### src/rtl/sim_step_scheduler_if.sv
// Control and client handshake bundle for the simulation step scheduler.
// The scheduler takes the master view; the host and step clients take the slave view.
interface sim_step_scheduler_if #(
  parameter int DIV_WIDTH = 32,
  parameter int N_CLIENTS = 4,
  parameter int CNT_WIDTH = 32
);
  logic                 run_i;
  logic                 pause_i;
  logic                 stop_i;
  logic                 step_i;
  logic                 div_load_i;
  logic [DIV_WIDTH-1:0] div_value_i;
  logic                 clr_ovr_i;
  logic [N_CLIENTS-1:0] step_done_i;
  logic                 step_req_o;
  logic                 sim_clk_o;
  logic                 busy_o;
  logic                 overrun_o;
  logic [CNT_WIDTH-1:0] step_count_o;
  logic [1:0]           state_o;

  modport master (
    input  run_i, pause_i, stop_i, step_i, div_load_i, div_value_i, clr_ovr_i, step_done_i,
    output step_req_o, sim_clk_o, busy_o, overrun_o, step_count_o, state_o
  );

  modport slave (
    output run_i, pause_i, stop_i, step_i, div_load_i, div_value_i, clr_ovr_i, step_done_i,
    input  step_req_o, sim_clk_o, busy_o, overrun_o, step_count_o, state_o
  );
endinterface

### src/rtl/sim_step_scheduler.sv
// HIL simulation timebase: divides the system clock into step ticks, broadcasts a step
// strobe to all clients and withholds the next step until every client has acknowledged.
module sim_step_scheduler #(
  parameter int DIV_WIDTH   = 32,
  parameter int DEFAULT_DIV = 50000,
  parameter int N_CLIENTS   = 4,
  parameter int CNT_WIDTH   = 32
) (
  input logic                 CLK_50MHZ,
  input logic                 RST,
  sim_step_scheduler_if.master bus
);

  typedef enum logic [1:0] {
    IDLE  = 2'b00,
    RUN   = 2'b01,
    PAUSE = 2'b10
  } state_t;

  localparam logic [DIV_WIDTH-1:0] DIV_RESET = DIV_WIDTH'(DEFAULT_DIV);
  localparam logic [DIV_WIDTH-1:0] DIV_MIN   = DIV_WIDTH'(2);

  state_t               state, state_next;
  logic [DIV_WIDTH-1:0] presc;
  logic [DIV_WIDTH-1:0] div_reg;
  logic [DIV_WIDTH-1:0] div_clamped;
  logic [N_CLIENTS-1:0] pending;
  logic [CNT_WIDTH-1:0] step_count;
  logic                 step_req;
  logic                 sim_clk;
  logic                 overrun;
  logic                 tick;
  logic                 trigger;

  // NOTE: every output of a combinational block gets a default first, so no path
  // through the case/if tree leaves a signal unassigned and infers a latch.
  always_comb begin
    state_next = state;
    if (bus.stop_i) begin
      state_next = IDLE;
    end else begin
      unique case (state)
        IDLE:    if (bus.run_i) state_next = RUN;
        RUN:     if (bus.pause_i) state_next = PAUSE;
        PAUSE:   if (!bus.pause_i && bus.run_i) state_next = RUN;
        default: state_next = IDLE;
      endcase
    end
  end

  always_comb begin
    tick        = (state == RUN) && (presc == div_reg - DIV_WIDTH'(1));
    trigger     = (pending == '0) &&
                  (tick || (bus.step_i && (state == IDLE || state == PAUSE)));
    div_clamped = (bus.div_value_i < DIV_MIN) ? DIV_MIN : bus.div_value_i;
  end

  // NOTE: sequential state uses non-blocking assignments so every register samples
  // the pre-edge values, independent of statement order within the block.
  always_ff @(posedge CLK_50MHZ) begin
    if (RST) begin
      state      <= IDLE;
      presc      <= '0;
      div_reg    <= DIV_RESET;
      pending    <= '0;
      step_count <= '0;
      step_req   <= 1'b0;
      sim_clk    <= 1'b0;
      overrun    <= 1'b0;
    end else begin
      state <= state_next;

      // Pause holds the prescaler so that resuming keeps the step phase.
      if (bus.stop_i || state == IDLE)
        presc <= '0;
      else if (state == RUN)
        presc <= tick ? '0 : presc + DIV_WIDTH'(1);

      if (state == IDLE && bus.div_load_i)
        div_reg <= div_clamped;

      step_req <= trigger;
      if (trigger) begin
        pending    <= '1;
        step_count <= step_count + CNT_WIDTH'(1);
        sim_clk    <= ~sim_clk;
      end else if (!step_req) begin
        // Acks coinciding with the strobe are dropped; the fresh pending set wins.
        pending <= pending & ~bus.step_done_i;
      end

      if (tick && pending != '0)
        overrun <= 1'b1;
      else if (bus.clr_ovr_i)
        overrun <= 1'b0;
    end
  end

  assign bus.step_req_o   = step_req;
  assign bus.sim_clk_o    = sim_clk;
  assign bus.busy_o       = |pending;
  assign bus.overrun_o    = overrun;
  assign bus.step_count_o = step_count;
  assign bus.state_o      = state;

endmodule

### src/flat_wrapper.sv
// flat-port wrapper written by rule: the top's interface ports become plain ports
module sim_step_scheduler_flat 
#(
  parameter int DIV_WIDTH   = 32,
  parameter int DEFAULT_DIV = 50000,
  parameter int N_CLIENTS   = 4,
  parameter int CNT_WIDTH   = 32
)
  (CLK_50MHZ, RST, bus_run_i, bus_pause_i, bus_stop_i, bus_step_i, bus_div_load_i, bus_div_value_i, bus_clr_ovr_i, bus_step_done_i, bus_step_req_o, bus_sim_clk_o, bus_busy_o, bus_overrun_o, bus_step_count_o, bus_state_o);
  sim_step_scheduler_if #(.DIV_WIDTH(DIV_WIDTH), .N_CLIENTS(N_CLIENTS), .CNT_WIDTH(CNT_WIDTH)) bus_i ();
  input logic CLK_50MHZ;
  input logic RST;
  input wire logic [$bits(bus_i.run_i)-1:0] bus_run_i;
  input wire logic [$bits(bus_i.pause_i)-1:0] bus_pause_i;
  input wire logic [$bits(bus_i.stop_i)-1:0] bus_stop_i;
  input wire logic [$bits(bus_i.step_i)-1:0] bus_step_i;
  input wire logic [$bits(bus_i.div_load_i)-1:0] bus_div_load_i;
  input wire logic [$bits(bus_i.div_value_i)-1:0] bus_div_value_i;
  input wire logic [$bits(bus_i.clr_ovr_i)-1:0] bus_clr_ovr_i;
  input wire logic [$bits(bus_i.step_done_i)-1:0] bus_step_done_i;
  output wire logic [$bits(bus_i.step_req_o)-1:0] bus_step_req_o;
  output wire logic [$bits(bus_i.sim_clk_o)-1:0] bus_sim_clk_o;
  output wire logic [$bits(bus_i.busy_o)-1:0] bus_busy_o;
  output wire logic [$bits(bus_i.overrun_o)-1:0] bus_overrun_o;
  output wire logic [$bits(bus_i.step_count_o)-1:0] bus_step_count_o;
  output wire logic [$bits(bus_i.state_o)-1:0] bus_state_o;
  assign bus_i.run_i = bus_run_i;
  assign bus_i.pause_i = bus_pause_i;
  assign bus_i.stop_i = bus_stop_i;
  assign bus_i.step_i = bus_step_i;
  assign bus_i.div_load_i = bus_div_load_i;
  assign bus_i.div_value_i = bus_div_value_i;
  assign bus_i.clr_ovr_i = bus_clr_ovr_i;
  assign bus_i.step_done_i = bus_step_done_i;
  assign bus_step_req_o = bus_i.step_req_o;
  assign bus_sim_clk_o = bus_i.sim_clk_o;
  assign bus_busy_o = bus_i.busy_o;
  assign bus_overrun_o = bus_i.overrun_o;
  assign bus_step_count_o = bus_i.step_count_o;
  assign bus_state_o = bus_i.state_o;
  sim_step_scheduler #(.DIV_WIDTH(DIV_WIDTH), .DEFAULT_DIV(DEFAULT_DIV), .N_CLIENTS(N_CLIENTS), .CNT_WIDTH(CNT_WIDTH)) u_core (.CLK_50MHZ(CLK_50MHZ), .RST(RST), .bus(bus_i));
endmodule
### config.mk
export PLATFORM = sky130hd
export DESIGN_NAME = sim_step_scheduler_flat
export DESIGN_NICKNAME = d
export VERILOG_FILES = /design/src/rtl/sim_step_scheduler_if.sv /design/src/rtl/sim_step_scheduler.sv /design/src/flat_wrapper.sv
export SDC_FILE = /design/constraint.sdc
export NUM_CORES = 1
export LEC_CHECK = 0
export BUFFER_PORTS_ARGS = -buffer_cell sky130_fd_sc_hd__buf_2
export CAP_MARGIN = 20
export CORE_MARGIN = 2
export CORE_UTILIZATION = 63
export DETAILED_ROUTE_END_ITERATION = 10
export PLACE_DENSITY = 0.86
export SKIP_LAST_GASP = 1
export SYNTH_ARGS = -nofsm -noshare
export SYNTH_HDL_FRONTEND = slang
export SYNTH_SLANG_ARGS = --single-unit
### constraint.sdc
create_clock -name CLK_50MHZ -period 8.11 [get_ports CLK_50MHZ]
set_clock_uncertainty 0.15 [all_clocks]
set_input_delay 2.433 -clock CLK_50MHZ [delete_from_list [all_inputs] [get_ports CLK_50MHZ]]
set_output_delay 2.433 -clock CLK_50MHZ [all_outputs]
set_load 0.01 [all_outputs]
==> metrics.txt <==
RSZ-0062 raised after global routing=no; Fin. Hold Viols=0; first-pass GRT wire length=24.7 mm; grt ovf=0; Compound-Gate Fraction of Synth Area=0.121; HP Start=u_core.div_reg[31]; Post-Synthesis Cell Area=6100 um2; Buf/Inv on CP=1; asr flop ratio synth=0; Nets=approximately 860; CTS Buf Count=9; Initial DRC Count=348; setup ws final=3.58 ns; Startpoint Class=flip-flop; H-tree depth=3; vias in the first global route=5,144; Core Rows=35; CTS tree=yes; TritonRoute pass-1 iters=5; DP Wirelength=between 10 and 15 mm; Routed Antenna Nets=0; dpl ws=3.41 ns; Post-CTS Resized=0; post-route clock period utilization=0.558; # clock sinks=105; vias per cell=6.01; GP Congestion=about 0.96; largest net degree at the start of global routing=107; wire per inst=approximately 16 um; Slew @ Worst Pin=around 1.1 ns; vias=5,700; layout cells sized above 1=0.172; Slowest-stage cell, CP=or4_1; largest family of logic cells by synthesized area=simple AND/OR/NAND/NOR gates; core area=roughly 9300 um2; Post-synth top flop=dfxtp_1; clock slew at reported path FFs=0.10 ns; die area=~10,000 um2; Yosys top cell area share=0.345; fin crit period=4.53 ns; largest area contributor in the netlist=dfxtp_1; worst skew pair latency=0.40 ns; Slew Viols, Final=0; GRT Total Usage=0.299; Finished Core Util=0.721; Worst Path Arrival=approximately 4.6 ns; synthesis-to-finish area growth=10.2%; post-synthesis xor/xnor area fraction=0.101; max_cap viols=0; die height=102 um; critical path class=flip-flop to flip-flop; Max Clock Freq=0.221 GHz; CP max stage delay=0.86 ns; Yosys cell types=61; Setup TNS=0 ns; Antenna diodes=0; Worst R2R Start=u_core.div_reg[0]; PwrDens=between 150 and 200 nW/um2; # setup viols final=0; CP dominant cell by count=or4_1; IO Port Bufs=81; CP required=between 8 and 9 ns; EDFF count, synth=0; CP Capture Type=flip-flop; adder-cell area share of the yosys netlist=0.00615; Remaining DRCs=0; worst hold path type=flip-flop to flip-flop; cell count after synthesis=~770; register area share after synthesis=0.345; top post-synthesis cells by area=dfxtp_1 (34%), nor2_1 (5.7%), xor2_1 (5.6%), nand2_1 (5.5%), mux2_2 (5.0%); CP cell instances=inv_1 -> ha_1 -> or3b_2 -> or4_1 -> a222oi_1 -> nand3_1 -> nor4_1 -> and4_1 -> or4_1 -> nor2_1; antenna violations before repair=0; area fraction in and, or, nand and nor cells after synthesis=0.322; outcome=finished clean; worst-path maximum fanout=30; I/O Pins=82; Routed WL=between 15 and 20 mm; number of hold buffers added after CTS=0; syn nets=818; root buffer cell=clkbuf_8; Slew HR=0.294; starting density of the core=0.654; Worst VDD drop=between 0.15 and 0.2 mV; mux share of post-synthesis cell area=0.0638; delay-heaviest family, CP=simple AND/OR/NAND/NOR gates; Clock Path Buffers=2; Lkg Pwr=~2.6 nW; Synth Warn #=0; Seq cells post-synth=105; postcts setup bufs=0; CP Launch Point=u_core.div_reg[0]; Die W=102 um; average size of a mapped cell=slightly below 8 um2
[per-stage QoR]
stage / power, mW / std cells / cell area (um2) / hold WS [ns]
after detailed placement: 0.714 / 933 / 6490 / 0.321
after floorplan: 0.668 / 771 / 6100 / 0.298
final: 1.08 / 949 / 6720 / 0.331
after global routing: 1.12 / 949 / 6720 / 0.351
after global placement: 0.709 / 933 / 6490 / 0.310
after CTS: 1.08 / 949 / 6720 / 0.333
[layout make-up]
cell class	instances	area, um2
repair buffers	84	428
multi-input cells	601	3740
fillers	750	2600
inverters	14	52.6
well taps	129	161
clock inverters	6	97.6
clock buffers	10	138
flip-flops and latches	105	2100
[synth_stat cells (all sizes together), types with 3 or more instances]
| cell type | count |
|---|---|
| inv | 14 |
| or3 | 4 |
| dfxtp | 105 |
| nor3 | 18 |
| and2 | 6 |
| nand4 | 27 |
| a211o | 7 |
| a211oi | 5 |
| buf | 9 |
| mux2i | 4 |
| a311oi | 3 |
| or4 | 8 |
| o211ai | 5 |
| xnor2 | 29 |
| nand2b | 4 |
| nand3 | 34 |
| xor2 | 39 |
| ha | 3 |
| and4 | 7 |
| nand3b | 9 |
| mux2 | 30 |
| nor4 | 26 |
| nor2b | 34 |
| nor2 | 93 |
| clkbuf | 42 |
| o21ai | 8 |
| and3 | 12 |
| a21o | 4 |
| o2111ai | 3 |
| nand2 | 89 |
| a21oi | 56 |
| a31oi | 3 |
[layer usage]
metal	wire (um)	GRT usage	vias to the layer above
met5	0	0	-
met4	346	0.121	0
met3	943	0.0561	31
met2	7330	0.493	206
met1	6630	0.386	2662
li1	-	-	2801
[power by group]
part | internal (mW) | switching [mW]
combinational | 0.0588 | 0.0910
clock | 0.187 | 0.188
sequential | 0.531 | 0.0251
total | 0.777 | 0.304
[final timing paths]
| kind | cells after the start | slack (ns) | end |
|---|---|---|---|
| setup / recovery | 10 | 3.58 | u_core.presc[9] |
| hold / removal | 2 | 0.33 | u_core.div_reg[31] |
| setup reg to reg | 10 | 3.58 | u_core.presc[9] |
| hold reg to reg | 2 | 0.33 | u_core.div_reg[31] |
[worst reg2reg max path, delay by kind of cell (launching register included)]
kind	cells	cell delay (ns)
buffers and inverters	1	0.08
adder cells (fa/ha/maj)	1	0.25
flip-flops	1	0.39
AO/OA/AOI/OAI	1	0.46
AND/OR/NAND/NOR	7	3.05
[cells in the final DEF (no fill, tap or decap), types with 8 or more instances in the layout]
master / netlist / layout
nor3_1: 18 / 18
clkbuf_8: 0 / 10
nand4_1: 27 / 27
nand3b_1: 9 / 9
a21oi_1: 56 / 56
or4_1: 8 / 8
and3_1: 12 / 12
buf_2: 7 / 81
dfxtp_1: 105 / 105
nand2_1: 89 / 89
mux2_2: 27 / 27
nor2b_1: 34 / 34
nor2_1: 93 / 93
nor4_1: 22 / 22
xnor2_1: 29 / 29
nand3_1: 34 / 34
xor2_1: 39 / 39
inv_1: 14 / 14
o21ai_0: 8 / 8
[logic make-up (layout without fill, tap and decap cells)]
group	count (synthesis)	count (layout)
adder cells (fa/ha/maj)	3	3
buffers and inverters	65	114
AND/OR/NAND/NOR	381	381
AO/OA/AOI/OAI	114	114
XOR/XNOR	69	69
flip-flops	105	105
multiplexers	34	34
(Power assumes the default switching activity.)
